==> src/rtl/multi_wave_gen_pkg.sv <==
// rtl/multi_wave_gen_pkg.sv - shared waveform mode encodings and midscale helper
package multi_wave_gen_pkg;

    typedef enum logic [1:0] {
        MODE_SQUARE = 2'b00,
        MODE_SAW    = 2'b01,
        MODE_TRI    = 2'b10,
        MODE_DC     = 2'b11
    } wave_mode_t;

    function automatic int unsigned mid_value(input int unsigned out_w);
        return 32'd1 << (out_w - 1);
    endfunction

endpackage

==> src/rtl/wave_shaper.sv <==
// rtl/wave_shaper.sv - combinational phase-to-sample shaping for all four modes
module wave_shaper
    import multi_wave_gen_pkg::*;
#(
    parameter int PHASE_W = 24,
    parameter int OUT_W   = 12
) (
    input  logic [PHASE_W-1:0] phase,
    input  logic [PHASE_W-1:0] duty,
    input  wave_mode_t         mode,
    input  logic [OUT_W-2:0]   amp,
    output logic [OUT_W-1:0]   sample
);

    localparam logic [OUT_W-1:0] MID = OUT_W'(mid_value(OUT_W));

    logic [OUT_W-1:0] lo;
    logic [OUT_W-1:0] hi;
    logic [OUT_W-1:0] amp2;
    logic [OUT_W-1:0] saw_idx;
    logic [OUT_W-1:0] tri_raw;
    logic [OUT_W-1:0] tri_idx;
    logic [OUT_W-1:0] ramp_idx;
    logic [OUT_W-1:0] ramp;

    assign lo      = MID - {1'b0, amp};
    assign hi      = MID + {1'b0, amp};
    assign amp2    = {amp, 1'b0};
    assign saw_idx = phase[PHASE_W-1 -: OUT_W];
    assign tri_raw = phase[PHASE_W-2 -: OUT_W];
    assign tri_idx = phase[PHASE_W-1] ? ~tri_raw : tri_raw;

    // Full-width product keeps the ramp strictly below 2*amp, so lo+ramp never passes hi.
    assign ramp_idx = (mode == MODE_TRI) ? tri_idx : saw_idx;
    assign ramp     = OUT_W'(((2*OUT_W)'(ramp_idx) * (2*OUT_W)'(amp2)) >> OUT_W);

    always_comb begin
        sample = MID;
        case (mode)
            MODE_SQUARE: sample = (phase < duty) ? hi : lo;
            MODE_SAW:    sample = lo + ramp;
            MODE_TRI:    sample = lo + ramp;
            default:     sample = MID;
        endcase
    end

endmodule

==> src/rtl/multi_wave_gen.sv <==
// rtl/multi_wave_gen.sv - phase-accumulator waveform generator with wrap-aligned config handoff
module multi_wave_gen
    import multi_wave_gen_pkg::*;
#(
    parameter int PHASE_W = 24,
    parameter int OUT_W   = 12
) (
    input  logic               clk,
    input  logic               rst,
    input  logic               enable,
    input  logic               cfg_valid,
    output logic               cfg_ready,
    input  logic [PHASE_W-1:0] cfg_inc,
    input  logic [PHASE_W-1:0] cfg_duty,
    input  logic [1:0]         cfg_mode,
    input  logic [OUT_W-2:0]   cfg_amp,
    output logic [OUT_W-1:0]   wave,
    output logic               sync
);

    typedef struct packed {
        logic [PHASE_W-1:0] inc;
        logic [PHASE_W-1:0] duty;
        wave_mode_t         mode;
        logic [OUT_W-2:0]   amp;
    } wave_cfg_t;

    wave_cfg_t          act_cfg;
    wave_cfg_t          pend_cfg;
    logic [PHASE_W-1:0] phase;
    logic [PHASE_W:0]   phase_sum;
    logic               carry;
    logic               period_start;
    logic [OUT_W-1:0]   shaped;

    assign phase_sum = {1'b0, phase} + {1'b0, act_cfg.inc};
    assign carry     = phase_sum[PHASE_W];

    wave_shaper #(
        .PHASE_W (PHASE_W),
        .OUT_W   (OUT_W)
    ) u_shaper (
        .phase  (phase),
        .duty   (act_cfg.duty),
        .mode   (act_cfg.mode),
        .amp    (act_cfg.amp),
        .sample (shaped)
    );

    always_ff @(posedge clk) begin
        if (rst) begin
            phase         <= '0;
            wave          <= '0;
            sync          <= 1'b0;
            period_start  <= 1'b0;
            cfg_ready     <= 1'b1;
            pend_cfg      <= '0;
            act_cfg.inc   <= '0;
            act_cfg.duty  <= {1'b1, {(PHASE_W-1){1'b0}}};
            act_cfg.mode  <= MODE_DC;
            act_cfg.amp   <= '0;
        end else begin
            // period_start remembers a wrap so sync lands on the first sample of the new period
            if (enable) begin
                phase        <= phase_sum[PHASE_W-1:0];
                wave         <= shaped;
                sync         <= period_start;
                period_start <= carry;
            end else begin
                sync <= 1'b0;
            end

            if (!cfg_ready) begin
                if (!enable || carry) begin
                    act_cfg   <= pend_cfg;
                    cfg_ready <= 1'b1;
                end
            end else if (cfg_valid) begin
                pend_cfg.inc  <= cfg_inc;
                pend_cfg.duty <= cfg_duty;
                pend_cfg.mode <= wave_mode_t'(cfg_mode);
                pend_cfg.amp  <= cfg_amp;
                cfg_ready     <= 1'b0;
            end
        end
    end

endmodule

==> config.mk <==
export PLATFORM = sky130hd
export DESIGN_NAME = multi_wave_gen
export DESIGN_NICKNAME = d
export VERILOG_FILES = /design/src/rtl/multi_wave_gen_pkg.sv /design/src/rtl/wave_shaper.sv /design/src/rtl/multi_wave_gen.sv
export SDC_FILE = /design/constraint.sdc
export NUM_CORES = 1
export LEC_CHECK = 0
export BUFFER_PORTS_ARGS = -buffer_cell sky130_fd_sc_hd__buf_2
export CAP_MARGIN = 25
export CORE_UTILIZATION = 40
export DETAILED_ROUTE_END_ITERATION = 12
export GPL_TIMING_DRIVEN = 0
export PLACE_DENSITY = 0.6
export SYNTH_ARGS = -nofsm -noshare
export SYNTH_HDL_FRONTEND = slang
export SYNTH_SLANG_ARGS = --single-unit
==> constraint.sdc <==
create_clock -name clk -period 14.5 [get_ports clk]
set_input_delay 2.175 -clock clk [delete_from_list [all_inputs] [get_ports clk]]
set_output_delay 2.175 -clock clk [all_outputs]
set_load 0.01 [all_outputs]
==> flow_summary.yaml, run 1 <==
logic_synthesis:
  yosysMostFrequentCell: "nand2_1"
  ys_types: 57
  synth_common_cells: "nand2_1 (220), dfxtp_1 (161), inv_1 (150), nor2_1 (125), ha_1 (120)"
  synth_top_area_cell: "dfxtp_1"
  ys_warn_count: 0
  netlist.area_leader.share_pct: 26.08
  yosys-top-cells-area: "dfxtp_1 (26%), fa_1 (15%), ha_1 (12%), nand2_1 (6.7%), mux2i_1 (6.0%)"
  syn_avg_cell_area_um2: 8.512
  syn-num-nets: 1727
  synthCells: 1452
  synth_edf_count: 0
  ys_async_sr_fraction_pct: 0
  synth_ff_type: "dfxtp_1"
  synth-seq-cells: 161
  syn-cell-area_mm2: 0.01236
  ys_seq_area_share_pct: 26.08
timing:
  final.period_utilization_pct: 62.40
  setup_tns_ns: 0
  finalSetupViolCount: 0
  finClkSkew_ns: 0.009718
  max_freq_ghz: 0.1105
  slew_headroom_pct: 44.52
  worst_pin_slew_ns: 0.8322
  rsz0062_at_grt: "false"
  maxSlewViolCount: 0
  hold_viol: 0
  min_period_ns: 9.047
pwr:
  vdd_drop_max_uv: 85.16
  p_leak_nw: 6.837
  powerDensity_mw_per_mm2: 74.12
  power_mw: 1.025
critical_path:
  slowest_stage: "fa_1"
  r2r_start: "act_cfg[11]"
  cp_common_cell: "fa_1"
  r2r_cells: 34
  crit_buf_inv: 7
  start_kind: "flip-flop"
  r2r_slack_ns: 5.45
  path_delay_family: "adder cells"
  setup.worst_path.start: "act_cfg[11]"
  r2r_end: "wave[11]"
  crit_required_ns: 14.88
  cp-end-kind: "flip-flop"
  slowest_delay_ns: 0.55
  critPathMaxFanout: 10
  critPathKind: "flip-flop to flip-flop"
  crit_arrival_ns: 9.43
floorplan:
  num_rows: 63
  ios: 79
  fp.dieW_um: 177.8
  design.core.area_mm2: 0.03003
  start_util_pct: 41.15
  die_h_um: 177.8
  die-area_mm2: 0.03161
clock_network:
  holdBufCountCts: 0
  htreeDepth: 4
  cts_sinks: 161
  cts_tree: "yes"
  path_clk_slew_ns: 0.07
  cts_resized: 0
  cts_buffer_depth: 2
  cts_setup_buffers: 0
  worstSkewPairLatency_ns: 0.44
  numCtsBuffers: 17
  cts_root_buffer: "clkbuf_16"
hold_path:
  min-delay-path-class: "flip-flop to flip-flop"
  hold_end: "pend_cfg[34]"
  min_path_cells: 2
  worst_hold_startpoint: "pend_cfg[34]"
placement:
  place_congestion: 0.8875
  dp_hpwl_um: 25110
  port_buffers: 76
  placed_cell_area_mm2: 0.01323
global_routing:
  grt_pass1_wl_um: 51830
  grt_usage_pct: 21.18
  overflow: 0
  antenna_found_initial: 0
  grt_pass1_vias: 10147
  grt_max_degree: 17
route:
  wl_um: 31120
  routed_via_density: 5.049
  drc: 0
  firstDrtPassIters: 5
  ant_nets: 0
  dr.first_iter.drc_count: 493
  post_drt_wl_per_cell_um: 15.98
  via_count: 9836
layout:
  stdcell_area_mm2: 0.01382
  area_growth_pct: 11.85
  layout-drive-gt1-share_pct: 8.280
  num_antenna_cells: 0
  nets: 1822
run_status:
  status: "completed"
flow_run:
  maxCapViolCount: 0
registers in the layout (all words and copies together) (netlist names):
signal and flops:
pend_cfg 61, period_start 1, phase 24, cfg_ready 1
sync 1, act_cfg 61, wave 12
cell families (layout without fill, tap and decap cells):
logic type	after synthesis	count (layout)	synth area share, %
adder cells (fa/ha/maj)	210	210	26.73
multiplexers	74	74	5.993
AND/OR/NAND/NOR	482	482	17.45
flip-flops	161	161	26.08
AO/OA/AOI/OAI	227	227	11.23
XOR/XNOR	71	71	5.153
buffers and inverters	227	333	7.370
worst min-delay path, stage by stage, from the launching register on:
cell and delay [ns]:
dfxtp_1 0.31, nand2_1 0.05, a21oi_1 0.05
layer usage:
layer / wire (um) / global-route usage [%] / share of wire, % / vias to the layer above
met1: 14830 / 28.05 / 48 / 4683
met3: 1145 / 3.213 / 3.7 / 41
met2: 14540 / 35.58 / 47 / 186
met5: 0 / 0 / 0 / -
li1: - / - / - / 4926
met4: 609 / 5.947 / 2.0 / 0
through the flow:
stage / utilization (%) / hold slack (ns) / instances / worst slack, ns
global placement: 44.04 / 0.4425 / 1918 / 5.568
detailed placement: 44.04 / 0.4473 / 1918 / 5.484
CTS: 46.03 / 0.4557 / 1948 / 5.447
finish: 46.03 / 0.4540 / 1948 / 5.453
floorplan: - / 0.4165 / 1452 / 6.764
global route: 46.03 / 0.4741 / 1948 / 4.745
layout by cell type (no fill, tap or decap), types with 7 or more instances in the layout:
| cell type | count |
|---|---|
| nand3_1 | 11 |
| buf_6 | 7 |
| o21ai_0 | 28 |
| xor2_1 | 21 |
| a22oi_1 | 12 |
| a21oi_1 | 110 |
| nor2_1 | 125 |
| inv_1 | 150 |
| nor2b_1 | 7 |
| o21a_1 | 9 |
| ha_1 | 120 |
| buf_2 | 78 |
| fa_1 | 90 |
| nor3_1 | 14 |
| clkbuf_16 | 17 |
| nand2b_1 | 10 |
| a31oi_1 | 11 |
| nand2_1 | 220 |
| and2_1 | 66 |
| clkbuf_1 | 66 |
| a21o_1 | 21 |
| mux2i_1 | 74 |
| dfxtp_1 | 161 |
| xnor2_1 | 48 |
worst max-delay path by stage:
stage	endpoint	slack, ns	cells past startpoint
2_1_floorplan	wave[11]	6.76	34
4_1_cts	wave[11]	5.45	35
3_5_place_dp	wave[11]	5.48	35
5_1_grt	wave[11]	4.75	33
6_report	wave[11]	5.45	34
3_3_place_gp	wave[11]	5.57	35
layout make-up:
class / count / area (um^2)
Fill cell: 3005 / 16210
Multi-Input combinational cell: 1064 / 8225
Sequential cell: 161 / 3223
Inverter: 150 / 563.0
Tap cell: 390 / 488.0
Clock buffer: 20 / 446.7
Timing Repair Buffer: 76 / 380.4
Buffer: 77 / 347.8
Clock inverter: 10 / 150.1
power by group:
part           switching (mW)  leakage (nW)  total, mW  internal, mW
clock network           0.191         0.288      0.468         0.276
logic                  0.0592          5.24     0.0934        0.0342
registers             0.00837          1.31      0.464         0.455
Note: power is estimated with default switching activity, not from simulation.
==> run 2, diff against run 1 <==
--- a/config.mk
+++ b/config.mk
@@ -10,7 +10,7 @@
 export CORE_UTILIZATION = 40
 export DETAILED_ROUTE_END_ITERATION = 12
 export GPL_TIMING_DRIVEN = 0
-export PLACE_DENSITY = 0.6
+export PLACE_DENSITY = 0.63
 export SYNTH_ARGS = -nofsm -noshare
 export SYNTH_HDL_FRONTEND = slang
 export SYNTH_SLANG_ARGS = --single-unit
==> constraint.sdc (replaced) <==
create_clock -name clk -period 7.7 [get_ports clk]
set_input_delay 1.155 -clock clk [delete_from_list [all_inputs] [get_ports clk]]
set_output_delay 1.155 -clock clk [all_outputs]
set_load 0.01 [all_outputs]
==> flow_summary.yaml, run 2 (synthesis results as in run 1) <==
layout:
  final_common_cell: "nand2_1"
  area_growth_pct: 17.73
  nets: 1853
  layout_common_cells: "nand2_1 (216), dfxtp_1 (158), inv_1 (147)"
  reg_top3: "act_cfg: 61 flops, pend_cfg: 61 flops, phase: 24 flops"
  stdcell_area_mm2: 0.01455
  layout-drive-gt1-share_pct: 14.77
timing:
  rsz0062_at_grt: "true"
  max_freq_ghz: 0.1320
  finalSetupViolCount: 0
  maxSlewViolCount: 0
  final.period_utilization_pct: 98.41
  hold_viol: 0
  finClkSkew_ns: 0.009683
  slew_headroom_pct: 42.07
  min_period_ns: 7.577
  worst_pin_slew_ns: 0.8689
  setup_slack_ns: 0.1225
floorplan:
  start_util_pct: 41.15
  fp.dieW_um: 177.8
  die_h_um: 177.8
  num_rows: 63
  die-area_mm2: 0.03161
  design.core.area_mm2: 0.03003
  ios: 79
placement:
  place_ws_ns: -1.326
  port_buffers: 76
  placed_cell_area_mm2: 0.01323
  place_congestion: 0.8815
  dp_hpwl_um: 24770
critical_path:
  slowest_stage: "fa_1"
  r2r_cells: 34
  r2r_end: "wave[11]"
  r2r_start: "act_cfg[11]"
  r2r_slack_ns: 0.12
  cp_common_cell: "fa_1"
  path_delay_family: "adder cells"
  cp-end-kind: "flip-flop"
  critPathMaxFanout: 6
  start_kind: "flip-flop"
  critPathKind: "flip-flop to flip-flop"
  slowest_delay_ns: 0.52
  crit_required_ns: 8.09
  crit_arrival_ns: 7.97
  crit_buf_inv: 7
global_routing:
  overflow: 0
  grt_pass1_vias: 10129
  grt_max_degree: 17
  grt_pass1_wl_um: 51910
  grt_usage_pct: 21.22
  antenna_found_initial: 0
hold_path:
  worst_hold_startpoint: "pend_cfg[41]"
  min-delay-path-class: "flip-flop to flip-flop"
  min_path_cells: 2
  hold_end: "pend_cfg[41]"
flow_run:
  maxCapViolCount: 0
route:
  dr.first_iter.drc_count: 587
  firstDrtPassIters: 5
  routed_via_density: 5.087
  ant_nets: 0
  drc: 0
  post_drt_wl_per_cell_um: 16.10
  via_count: 10082
  wl_um: 31910
clock_network:
  cts_buffer_depth: 2
  holdBufCountCts: 0
  path_clk_slew_ns: 0.07
  cts_sinks: 161
  worstSkewPairLatency_ns: 0.44
  cts_root_buffer: "clkbuf_16"
  htreeDepth: 4
  numCtsBuffers: 17
  cts_tree: "yes"
pwr:
  power_mw: 1.973
  powerDensity_mw_per_mm2: 135.6
  p_leak_nw: 7.184
  vdd_drop_max_uv: 184.0
run_status:
  status: "completed"
## run 2: where the power goes
group          internal, mW  total, mW  switching (mW)
combinational        0.0809      0.199           0.118
clock                 0.526      0.900           0.374
sequential            0.857      0.874          0.0163
## run 2: what timing repair did
action / 4_1_cts / 5_1_grt
pin swaps: 18 / 18
gates cloned: 0 / 3
buffers inserted: 14 / 16
resized for setup: 60 / 61
endpoints found under the setup margin: 9 / 4
## run 2: layout make-up
class	instances	area (um^2)
repair buffers	109	656.9
clock inverters	13	175.2
well taps	390	488.0
fillers	2831	15480
diodes	1	2.502
inverters	150	563.0
clock buffers	19	442.9
multi-input cells	1064	8543
plain buffers	75	451.7
flip-flops and latches	161	3227
## run 2: routing by layer
metal	global-route usage, %	part of all wire [%]	vias up
met5	0	0	-
met4	5.306	1.9	0
met3	3.021	3.4	45
met2	35.43	47	183
met1	28.67	48	4871
li1	-	-	4983
## run 2: per-stage QoR
step	setup TNS [ns]	cells	hold slack [ns]	utilization, %
floorplan	0	1452	0.4165	-
global placement	-4.624	1918	0.4427	44.05
detailed placement	-5.860	1918	0.4463	44.05
CTS	0	1963	0.4553	47.12
global route	-0.1973	1981	0.4727	48.44
finish	0	1982	0.4537	48.45
## run 2: how the worst max path moves through the flow
stage                            from  endpoint  slack (ns)  cells after the start
final                     act_cfg[11]  wave[11]        0.12                     34
after global routing      act_cfg[11]  wave[11]       -0.13                     33
after CTS                 act_cfg[11]  wave[11]       0.007                     34
after detailed placement  act_cfg[11]  wave[11]       -1.33                     35
after global placement    act_cfg[11]  wave[11]       -1.21                     35
after floorplan           act_cfg[11]  wave[11]        0.04                     34
## run 2: worst register-to-register path: cells and delay by family (launching register included)
kind / cells / cell delay [ns]
AOI/OAI and AO/OA: 9 / 1.54
xor gates and xnor gates: 2 / 0.33
adders and majority gates: 8 / 3.17
buffers and inverters: 7 / 0.70
DFF: 1 / 0.33
and+or+nand+nor: 8 / 1.43
